$ cat config.mk
export PLATFORM = sky130hd
export DESIGN_NAME = click_event_ctrl
export DESIGN_NICKNAME = d
export VERILOG_FILES = /design/src/rtl/click_event_ctrl_pkg.sv /design/src/rtl/click_event_ctrl_fifo.sv /design/src/rtl/click_event_ctrl.sv
export SDC_FILE = /design/constraint.sdc
export NUM_CORES = 1
export LEC_CHECK = 0
export BUFFER_PORTS_ARGS = -buffer_cell sky130_fd_sc_hd__buf_4
export CAP_MARGIN = 15
export CORE_MARGIN = 2
export CORE_UTILIZATION = 45
export DETAILED_ROUTE_END_ITERATION = 12
export GPL_ROUTABILITY_DRIVEN = 0
export PLACE_DENSITY = 0.63
export RECOVER_POWER = 50
export SLEW_MARGIN = 15
export SYNTH_ARGS = -nofsm -noshare
export SYNTH_HDL_FRONTEND = slang
export SYNTH_SLANG_ARGS = --single-unit
$ cat constraint.sdc
create_clock -name clock -period 4.73 [get_ports clock]
set_input_delay 0.473 -clock clock [delete_from_list [all_inputs] [get_ports clock]]
set_output_delay 0.473 -clock clock [all_outputs]
set_load 0.005 [all_outputs]
$ cat src/rtl/click_event_ctrl_pkg.sv
// Shared widths, FIFO entry layout and command decode for the click event controller.
package click_event_ctrl_pkg;

    localparam int CEC_DEPTH = 8;
    localparam int CEC_AW    = 3;
    localparam int CEC_X_W   = 10;
    localparam int CEC_Y_W   = 9;
    localparam int CEC_ENT_W = 1 + CEC_X_W + CEC_Y_W;

    // Entry layout: {btn_id, x, y}
    localparam int ENT_Y_LSB = 0;
    localparam int ENT_X_LSB = CEC_Y_W;
    localparam int ENT_BID   = CEC_X_W + CEC_Y_W;

    localparam logic [31:0] CEC_EMPTY = 32'hFFFF_FFFF;

    typedef enum logic [2:0] {
        CMD_NONE,
        CMD_CKO,
        CMD_CKX,
        CMD_CKY,
        CMD_BID,
        CMD_CLRP,
        CMD_NCK
    } cec_cmd_e;

    // Command strobes are one-hot; a stalled/flushed instruction decodes to no command.
    function automatic cec_cmd_e cec_decode(input logic ex_valid, input logic cko,
                                            input logic ckx, input logic cky,
                                            input logic bid, input logic clrp,
                                            input logic nck);
        cec_cmd_e cmd;
        cmd = CMD_NONE;
        if (ex_valid) begin
            if (cko)       cmd = CMD_CKO;
            else if (ckx)  cmd = CMD_CKX;
            else if (cky)  cmd = CMD_CKY;
            else if (bid)  cmd = CMD_BID;
            else if (clrp) cmd = CMD_CLRP;
            else if (nck)  cmd = CMD_NCK;
        end
        return cmd;
    endfunction

endpackage

$ cat src/rtl/click_event_ctrl_fifo.sv
// Click FIFO: storage, pointers and occupancy; flush beats push/pop, a pop frees a slot for a same-cycle push.
module click_fifo
    import click_event_ctrl_pkg::*;
#(
    parameter int DEPTH = CEC_DEPTH,
    parameter int AW    = CEC_AW,
    parameter int W     = CEC_ENT_W
) (
    input  logic         clock,
    input  logic         reset,
    input  logic         i_push,
    input  logic [W-1:0] i_din,
    input  logic         i_pop,
    input  logic         i_flush,
    output logic [W-1:0] o_head,
    output logic         o_empty,
    output logic         o_drop
);

    logic [W-1:0]  r_mem [DEPTH];
    logic [AW-1:0] r_rd_ptr;
    logic [AW-1:0] r_wr_ptr;
    logic [AW:0]   r_count;

    logic w_full;
    logic w_pop;
    logic w_push;

    assign o_empty = (r_count == '0);
    assign w_full  = (r_count == (AW+1)'(DEPTH));
    assign w_pop   = i_pop & ~o_empty & ~i_flush;
    assign w_push  = i_push & ~i_flush & (~w_full | w_pop);
    assign o_drop  = i_push & ~i_flush & w_full & ~w_pop;
    assign o_head  = r_mem[r_rd_ptr];

    always_ff @(posedge clock) begin
        if (!reset && w_push) begin
            r_mem[r_wr_ptr] <= i_din;
        end
    end

    always_ff @(posedge clock) begin
        if (reset) begin
            r_rd_ptr <= '0;
            r_wr_ptr <= '0;
            r_count  <= '0;
        end else if (i_flush) begin
            r_rd_ptr <= r_wr_ptr;
            r_count  <= '0;
        end else begin
            if (w_push) r_wr_ptr <= r_wr_ptr + 1'b1;
            if (w_pop)  r_rd_ptr <= r_rd_ptr + 1'b1;
            case ({w_push, w_pop})
                2'b10:   r_count <= r_count + 1'b1;
                2'b01:   r_count <= r_count - 1'b1;
                default: r_count <= r_count;
            endcase
        end
    end

endmodule

$ cat src/rtl/click_event_ctrl.sv
// Click event controller: button edge capture into the click FIFO and registered query results for the CPU.
module click_event_ctrl
    import click_event_ctrl_pkg::*;
(
    input  logic               clock,
    input  logic               reset,
    input  logic               btn_l,
    input  logic               btn_r,
    input  logic [CEC_X_W-1:0] mouse_x,
    input  logic [CEC_Y_W-1:0] mouse_y,
    input  logic               ex_valid,
    input  logic               cko,
    input  logic               ckx,
    input  logic               cky,
    input  logic               bid,
    input  logic               clrp,
    input  logic               nck,
    output logic [31:0]        rdata,
    output logic               pending,
    output logic               overflow
);

    logic                 r_btn_l_q;
    logic                 r_btn_r_q;
    logic [31:0]          r_rdata;
    logic                 r_overflow;

    logic                 w_rise_l;
    logic                 w_rise_r;
    logic                 w_push;
    logic [CEC_ENT_W-1:0] w_entry;
    logic [CEC_ENT_W-1:0] w_head;
    logic                 w_empty;
    logic                 w_drop;
    logic [31:0]          w_rdata_nxt;
    cec_cmd_e             w_cmd;

    assign w_rise_l = btn_l & ~r_btn_l_q;
    assign w_rise_r = btn_r & ~r_btn_r_q;
    assign w_push   = w_rise_l | w_rise_r;
    // A simultaneous left+right press is recorded as a single left click.
    assign w_entry  = {~w_rise_l, mouse_x, mouse_y};
    assign w_cmd    = cec_decode(ex_valid, cko, ckx, cky, bid, clrp, nck);

    click_fifo u_fifo (
        .clock   (clock),
        .reset   (reset),
        .i_push  (w_push),
        .i_din   (w_entry),
        .i_pop   (w_cmd == CMD_NCK),
        .i_flush (w_cmd == CMD_CLRP),
        .o_head  (w_head),
        .o_empty (w_empty),
        .o_drop  (w_drop)
    );

    always_comb begin
        w_rdata_nxt = r_rdata;
        case (w_cmd)
            CMD_CKO: w_rdata_nxt = {31'b0, ~w_empty};
            CMD_CKX: w_rdata_nxt = w_empty ? CEC_EMPTY
                                 : {{(32-CEC_X_W){1'b0}}, w_head[ENT_X_LSB +: CEC_X_W]};
            CMD_CKY: w_rdata_nxt = w_empty ? CEC_EMPTY
                                 : {{(32-CEC_Y_W){1'b0}}, w_head[ENT_Y_LSB +: CEC_Y_W]};
            CMD_BID: w_rdata_nxt = w_empty ? CEC_EMPTY : {31'b0, w_head[ENT_BID]};
            default: w_rdata_nxt = r_rdata;
        endcase
    end

    always_ff @(posedge clock) begin
        if (reset) begin
            r_btn_l_q  <= 1'b0;
            r_btn_r_q  <= 1'b0;
            r_rdata    <= '0;
            r_overflow <= 1'b0;
        end else begin
            r_btn_l_q <= btn_l;
            r_btn_r_q <= btn_r;
            r_rdata   <= w_rdata_nxt;
            if (w_cmd == CMD_CLRP)
                r_overflow <= 1'b0;
            else if (w_drop)
                r_overflow <= 1'b1;
        end
    end

    assign rdata    = r_rdata;
    assign pending  = ~w_empty;
    assign overflow = r_overflow;

endmodule
==> results of run 1 <==
final timing paths:
kind                                         from           endpoint  slack [ns]  cells after the start
worst min-delay path                        btn_l          r_btn_l_q        0.27                      2
worst min register to register           overflow           overflow        0.47                      1
worst max-delay path            u_fifo.r_count[0]  u_fifo.r_count[3]        1.62                     11
worst max register to register  u_fifo.r_count[0]  u_fifo.r_count[3]        1.62                     11
cell families (layout without fill, tap and decap cells):
family	after synthesis	after routing	share of synthesized area (%)
compound gates	48	48	4.23
flops	187	187	70.6
mux	60	60	14.4
fa+ha+maj	5	5	0.926
simple gates	79	79	5.92
xor+xnor	3	3	0.347
buf+inv	45	112	3.57
power by group through the flow:
stage / logic (W) / clock network [W] / registers (W)
after floorplan: 0.000124 / 0 / 0.00188
final: 0.000204 / 0.00137 / 0.00186
after global routing: 0.000225 / 0.00147 / 0.00186
after CTS: 0.000217 / 0.00140 / 0.00186
after global placement: 0.000211 / 0 / 0.00189
after detailed placement: 0.000216 / 0 / 0.00189
Yosys cell counts (2+ instances only):
| master | number |
|---|---|
| edfxtp_1 | 160 |
| mux4_2 | 38 |
| dfxtp_1 | 27 |
| buf_4 | 21 |
| nand2_1 | 17 |
| nor2_1 | 15 |
| mux2i_1 | 14 |
| a21oi_1 | 13 |
| buf_2 | 12 |
| mux2_2 | 8 |
| o21ai_0 | 8 |
| nor3_1 | 6 |
| and3_1 | 5 |
| clkbuf_1 | 5 |
| nand2b_1 | 5 |
| nor2b_1 | 5 |
| nor3b_1 | 5 |
| a221o_1 | 4 |
| ha_1 | 4 |
| nand3_1 | 4 |
| o21ai_1 | 4 |
| o221ai_1 | 4 |
| or3_1 | 4 |
| nor4_1 | 3 |
| o21a_1 | 3 |
| a211oi_1 | 2 |
| a311oi_1 | 2 |
| buf_1 | 2 |
| inv_1 | 2 |
| inv_2 | 2 |
| nand3b_1 | 2 |
| nor4b_1 | 2 |
| xnor2_1 | 2 |
metal layers:
metal  up-vias  track usage (%)
met5         -                0
met4         0             4.85
met3        15             4.87
met2       115             29.5
met1      1989             24.8
li1       1796                -
registers in the layout (all words and copies together), names as in the netlist, named ones only:
signal,cells
u_fifo.r_mem,160
rdata,11
u_fifo.r_count,4
u_fifo.r_rd_ptr,3
u_fifo.r_wr_ptr,3
overflow,1
r_btn_l_q,1
r_btn_r_q,1
cells in the final DEF, fill, tap and decap left out, types with 8 or more instances in the layout:
cell type,synthesis,layout
clkbuf_4,0,25
mux2_2,8,8
buf_4,21,29
clkbuf_1,5,22
mux2i_1,14,14
dfxtp_1,27,25
edfxtp_1,160,160
a21oi_1,13,13
clkbuf_16,0,17
o21ai_0,8,8
nand2_1,17,17
mux4_2,38,38
nor2_1,15,11
through the flow:
| stage | cells | instance area, µm² | setup slack, ns | hold slack (ns) |
|---|---|---|---|---|
| floorplan | 427 | 7570 | 0.711 | 0.449 |
| detailed placement | 682 | 8190 | 1.51 | 0.463 |
| global placement | 682 | 8190 | 1.63 | 0.454 |
| CTS | 714 | 8770 | 1.63 | 0.251 |
| global route | 714 | 8680 | 1.34 | 0.279 |
| finish | 714 | 8680 | 1.62 | 0.272 |
layout make-up:
type	count	area (µm²)	area share [%]
Clock inverter	15	150	1.73
Sequential cell	187	5350	61.6
Tap cell	220	275	3.17
Inverter	4	15.0	0.173
Timing Repair Buffer	76	488	5.62
Multi-Input combinational cell	195	1980	22.8
Clock buffer	17	425	4.90
==> summary.md, run 1 <==
| Metric | Value |
|---|---|
| Fraction of layout cells with a size suffix above 1 | `29.1%` |
| Minimum clock period | `3.11 ns` |
| Synth cell types | `50` |
| Netlist Area Pre-Place | `0.00757 mm²` |
| CTS tree | `yes` |
| ANT cells | `0` |
| H-tree Lvls | `4` |
| Cts bufs inserted | `17` |
| Post-synthesis area per instance | `17.7 µm²` |
| Final core area utilization | `52.6%` |
| Max frequency | `0.321 GHz` |
| Slew HR | `33.4%` |
| Die area | `0.0179 mm²` |
| Post-synth top flop | `edfxtp_1` |
| Max-cap viol count | `0` |
| Power density over cell area | `395 mW/mm²` |
| DR top layer | `met4` |
| Slew Viols, Final | `0` |
| Maximum VDD drop | `0.277 mV` |
| Final ANT Viol Nets | `0` |
| Power share of the sequential group | `54.1%` |
| CTS Root Cell | `clkbuf_16` |
| Post-Route Setup TNS | `0 ns` |
| Die X | `134 µm` |
| Synth top area share | `63.5%` |
| CTS hold repair buffers | `0` |
| Static Leakage | `2.81 nW` |
| Top cells by area, synth | `edfxtp_1 64%, mux4_2 11%, dfxtp_1 7.1%` |
| Detail Route met3 WL | `865 µm` |
| Final setup fails | `0` |
| Largest net degree at the start of global routing | `26` |
| Total GRT Usage | `18.2%` |
| Cell taking the most area after synthesis | `edfxtp_1` |
| Final Hold Violating Endpoints | `0` |
| Slowest cell on crit path | `nor4_4` |
| Status | `finished, final reports clean` |
| Tcrit/Tclk final | `65.8%` |
| Starting Density | `45.8%` |
| Clk sinks | `187` |
| Routed wire per std cell | `21.0 µm` |
| Die Span Y | `134 µm` |
| Data required time of the critical path | `5.05 ns` |
| Worst min-delay path category | `in -> reg` |
| Clock slew at reported path FFs | `0.07 ns` |
| Most frequent CP cell | `inv_2` |
| CP startpoint kind | `flop` |
| Sw frac | `21.5%` |
| Synth Net Count | `462` |
| Asr flop ratio synth | `0%` |
| Post-CTS Setup Repair Bufs | `0` |
| Clock Power Share | `40.0%` |
| Grt ovf | `0` |
| Slowest cell delay on critical path | `0.61 ns` |
| Number of buffers inserted by port buffering | `63` |
| Clock latency on the worst-skew pair | `0.43 ns` |
| Vias in the first global route | `4,167` |
| Initial DRC count | `315` |
| Ys Warns | `0` |
| Crit path buf inv count | `2` |
| Combinational power share | `5.9%` |
| Initial antenna violation count | `0` |
| Critical-path cell list | `nor4_4, inv_2, and3_1, nand2b_4, inv_2, ha_1, a21o_1, a21oi_1, nor3b_1, o21ai_1, o311a_1` |
| Worst Max-Slew Pin Slew | `0.999 ns` |
| Int Pwr | `0.00269 W` |
| Post-synth EDFFs | `160` |
| RSZ-0062 raised after global routing | `no` |
| P&R area growth vs syn | `14.8%` |
| Fill count | `1,321` |
| CORE AREA | `0.0165 mm²` |
| First-pass GRT wire length | `23,900 µm` |
| Seq/Total Area, Yosys | `70.6%` |
| Cells after Synth | `427` |
| Deepest clock path buffer count | `2` |
| CTS resizes | `0` |
| Met2 WL post-DR | `7420 µm` |
| Hpwl dp | `9720 µm` |
| Final wirelength | `15,000 µm` |
| Metal-1 WL | `6570 µm` |
| Crit end category | `flop` |
| Skew final | `0.00780 ns` |
| Final #Nets | `516` |
| CP arrival | `3.43 ns` |
| Routed vias/inst | `5.48` |
| Flops & latches, synth | `187` |
| Worst path top cell family by delay | `simple AND/OR/NAND/NOR gates` |
| Critical path fanouts, max | `14` |
| Overall Power | `0.00343 W` |
| Switch Pwr | `0.000738 W` |
| Pre-antenna DRT Iters | `6` |
| DRC | `0` |
| Routed via count | `3,915` |
| I/O pin count | `64` |
| Rows | `47` |
| CP Class | `reg -> reg` |
(Power assumes the default switching activity.)
==> inputs of run 2 (changes only) <==
==> constraint.sdc (replaced) <==
create_clock -name clock -period 3.2 [get_ports clock]
set_input_delay 0.32 -clock clock [delete_from_list [all_inputs] [get_ports clock]]
set_output_delay 0.32 -clock clock [all_outputs]
set_load 0.005 [all_outputs]
==> run 2 against run 1 <==
- non-clock buffer count up 8
- via count up 1.1%
- final cell count up 1.1%
- combinational power up 50%
- sequential power up 47%
- register-to-register slack worse by 1.2 ns
- sequential share of layout area down 0.68 points
- first-iteration DRC count down 13%
- count of clock-buffer cells in the layout up 5
- largest cell class unchanged
==> summary.md, run 2 (synthesis gave the netlist of run 1 again) <==
| Metric | Value |
|---|---|
| Status | `finished, final reports clean` |
| First-pass GRT wire length | `23,700 µm` |
| I/O pin count | `64` |
| Initial DRC count | `273` |
| R2R Path End | `u_fifo.r_count[3]` |
| Final #Nets | `524` |
| Clk sinks | `187` |
| DRC | `0` |
| Routed via count | `3,960` |
| Hpwl dp | `9490 µm` |
| Slew Viols, Final | `0` |
| Crit path buf inv count | `2` |
| Die Span Y | `134 µm` |
| Routed vias/inst | `5.48` |
| Post-CTS Setup Repair Bufs | `0` |
| Die X | `134 µm` |
| Data required time of the critical path | `3.51 ns` |
| Fill count | `1,327` |
| Max-cap viol count | `0` |
| P&R area growth vs syn | `16.1%` |
| Worst path top cell family by delay | `simple AND/OR/NAND/NOR gates` |
| Worst min-delay path category | `in -> reg` |
| Number of buffers inserted by port buffering | `63` |
| Post-Route Setup TNS | `0 ns` |
| Overall Power | `0.00509 W` |
| Worst Max-Slew Pin Slew | `1.12 ns` |
| Slowest cell on crit path | `dfxtp_1` |
| Critical path depth | `11` |
| Clock slew at reported path FFs | `0.07 ns` |
| Skew final | `0.00853 ns` |
| Initial antenna violation count | `0` |
| CTS hold repair buffers | `0` |
| CTS Root Cell | `clkbuf_16` |
| Worst reg2reg startpoint | `u_fifo.r_count[0]` |
| Final Hold Violating Endpoints | `0` |
| ANT cells | `0` |
| CTS tree | `yes` |
| Largest register FFs | `160` |
| Power density over cell area | `579 mW/mm²` |
| Commonest non-fill, non-tap cells in the layout | `160 x edfxtp_1, 38 x mux4_2, 37 x buf_4` |
| CP startpoint kind | `flop` |
| Final wirelength | `14,800 µm` |
| Grt ovf | `0` |
| Max frequency | `0.366 GHz` |
| CORE AREA | `0.0165 mm²` |
| Deepest clock path buffer count | `2` |
| Met3 Resource Use GR | `3.73%` |
| Rows | `47` |
| Reg2reg setup slack | `0.47 ns` |
| Largest net degree at the start of global routing | `25` |
| Fraction of layout cells with a size suffix above 1 | `30.3%` |
| Total GRT Usage | `18.0%` |
| Final ANT Viol Nets | `0` |
| Cts bufs inserted | `17` |
| CTS resizes | `0` |
| Minimum clock period | `2.73 ns` |
| Cell count of the worst reg-to-reg path | `11` |
| Most common cell after layout, fill and taps aside | `edfxtp_1` |
| Tcrit/Tclk final | `85.4%` |
| Pre-antenna DRT Iters | `4` |
| Die area | `0.0179 mm²` |
| Starting Density | `45.8%` |
| CP startpoint | `u_fifo.r_count[0]` |
| Slew HR | `25.5%` |
| CP Class | `reg -> reg` |
| Non-Filler Instances | `722` |
| Clock latency on the worst-skew pair | `0.42 ns` |
| Most flop-heavy register | `u_fifo.r_mem` |
| DP Cell Count | `690` |
| Crit end category | `flop` |
| Met2 usage | `28.9%` |
| Critical-path cell list | `nor4_4, inv_2, and3_1, nand2b_4, inv_2, ha_1, a21o_1, a21oi_1, nor3b_1, o21ai_1, o311a_1` |
| Routed wire per std cell | `20.5 µm` |
| Static Leakage | `2.86 nW` |
| Global routing met1 resource utilization | `24.3%` |
| Slowest cell delay on critical path | `0.37 ns` |
| H-tree Lvls | `4` |
| Final setup fails | `0` |
| Busiest grt layer | `met2` |
| Maximum VDD drop | `0.436 mV` |
| Vias in the first global route | `4,110` |
| Crit path to | `u_fifo.r_count[3]` |
| Most frequent CP cell | `inv_2` |
| Critical path fanouts, max | `14` |
| RSZ-0062 raised after global routing | `no` |
| CP arrival | `3.05 ns` |
run 2: stage by stage:
step                utilization (%)  hold slack (ns)  setup WS (ns)  cell area (µm²)
global placement               50.1            0.453          0.540             8280
finish                         53.1            0.128          0.466             8780
detailed placement             50.1            0.458          0.411             8280
CTS                            53.6            0.103          0.466             8860
global route                   53.1            0.118          0.211             8780
floorplan                         -            0.419          0.159             7590
run 2: area by class of cell:
class                   instances  area, µm²  share of cell area (%)
clock buffers                  22        464                    5.29
clock inverters                10        118                    1.34
inverters                       4       15.0                   0.171
multi-input cells             195       2010                    22.9
flip-flops and latches        187       5350                    60.9
well taps                     220        275                    3.13
repair buffers                 84        548                    6.24
run 2: where the power goes:
part	internal [W]	switching, W
Combinational	0.000135	0.000172
Sequential	0.00271	0.0000383
Clock	0.00119	0.000844
Total	0.00403	0.00105
run 2: worst min-delay path by stage:
stage / startpoint / to / slack, ns / depth (start not counted)
4_1_cts: mouse_y[3] / u_fifo.r_mem[6][3] / 0.10 / 1
3_3_place_gp: overflow / overflow / 0.45 / 1
5_1_grt: btn_l / r_btn_l_q / 0.12 / 2
2_1_floorplan: mouse_y[0] / u_fifo.r_mem[0][0] / 0.42 / 0
3_5_place_dp: overflow / overflow / 0.46 / 1
6_report: btn_l / r_btn_l_q / 0.13 / 2
run 2: per-layer routing:
layer | up-vias | wire (µm)
met5 | - | 0
met2 | 108 | 7320
met4 | 0 | 255
met1 | 2021 | 6670
li1 | 1813 | -
met3 | 18 | 572
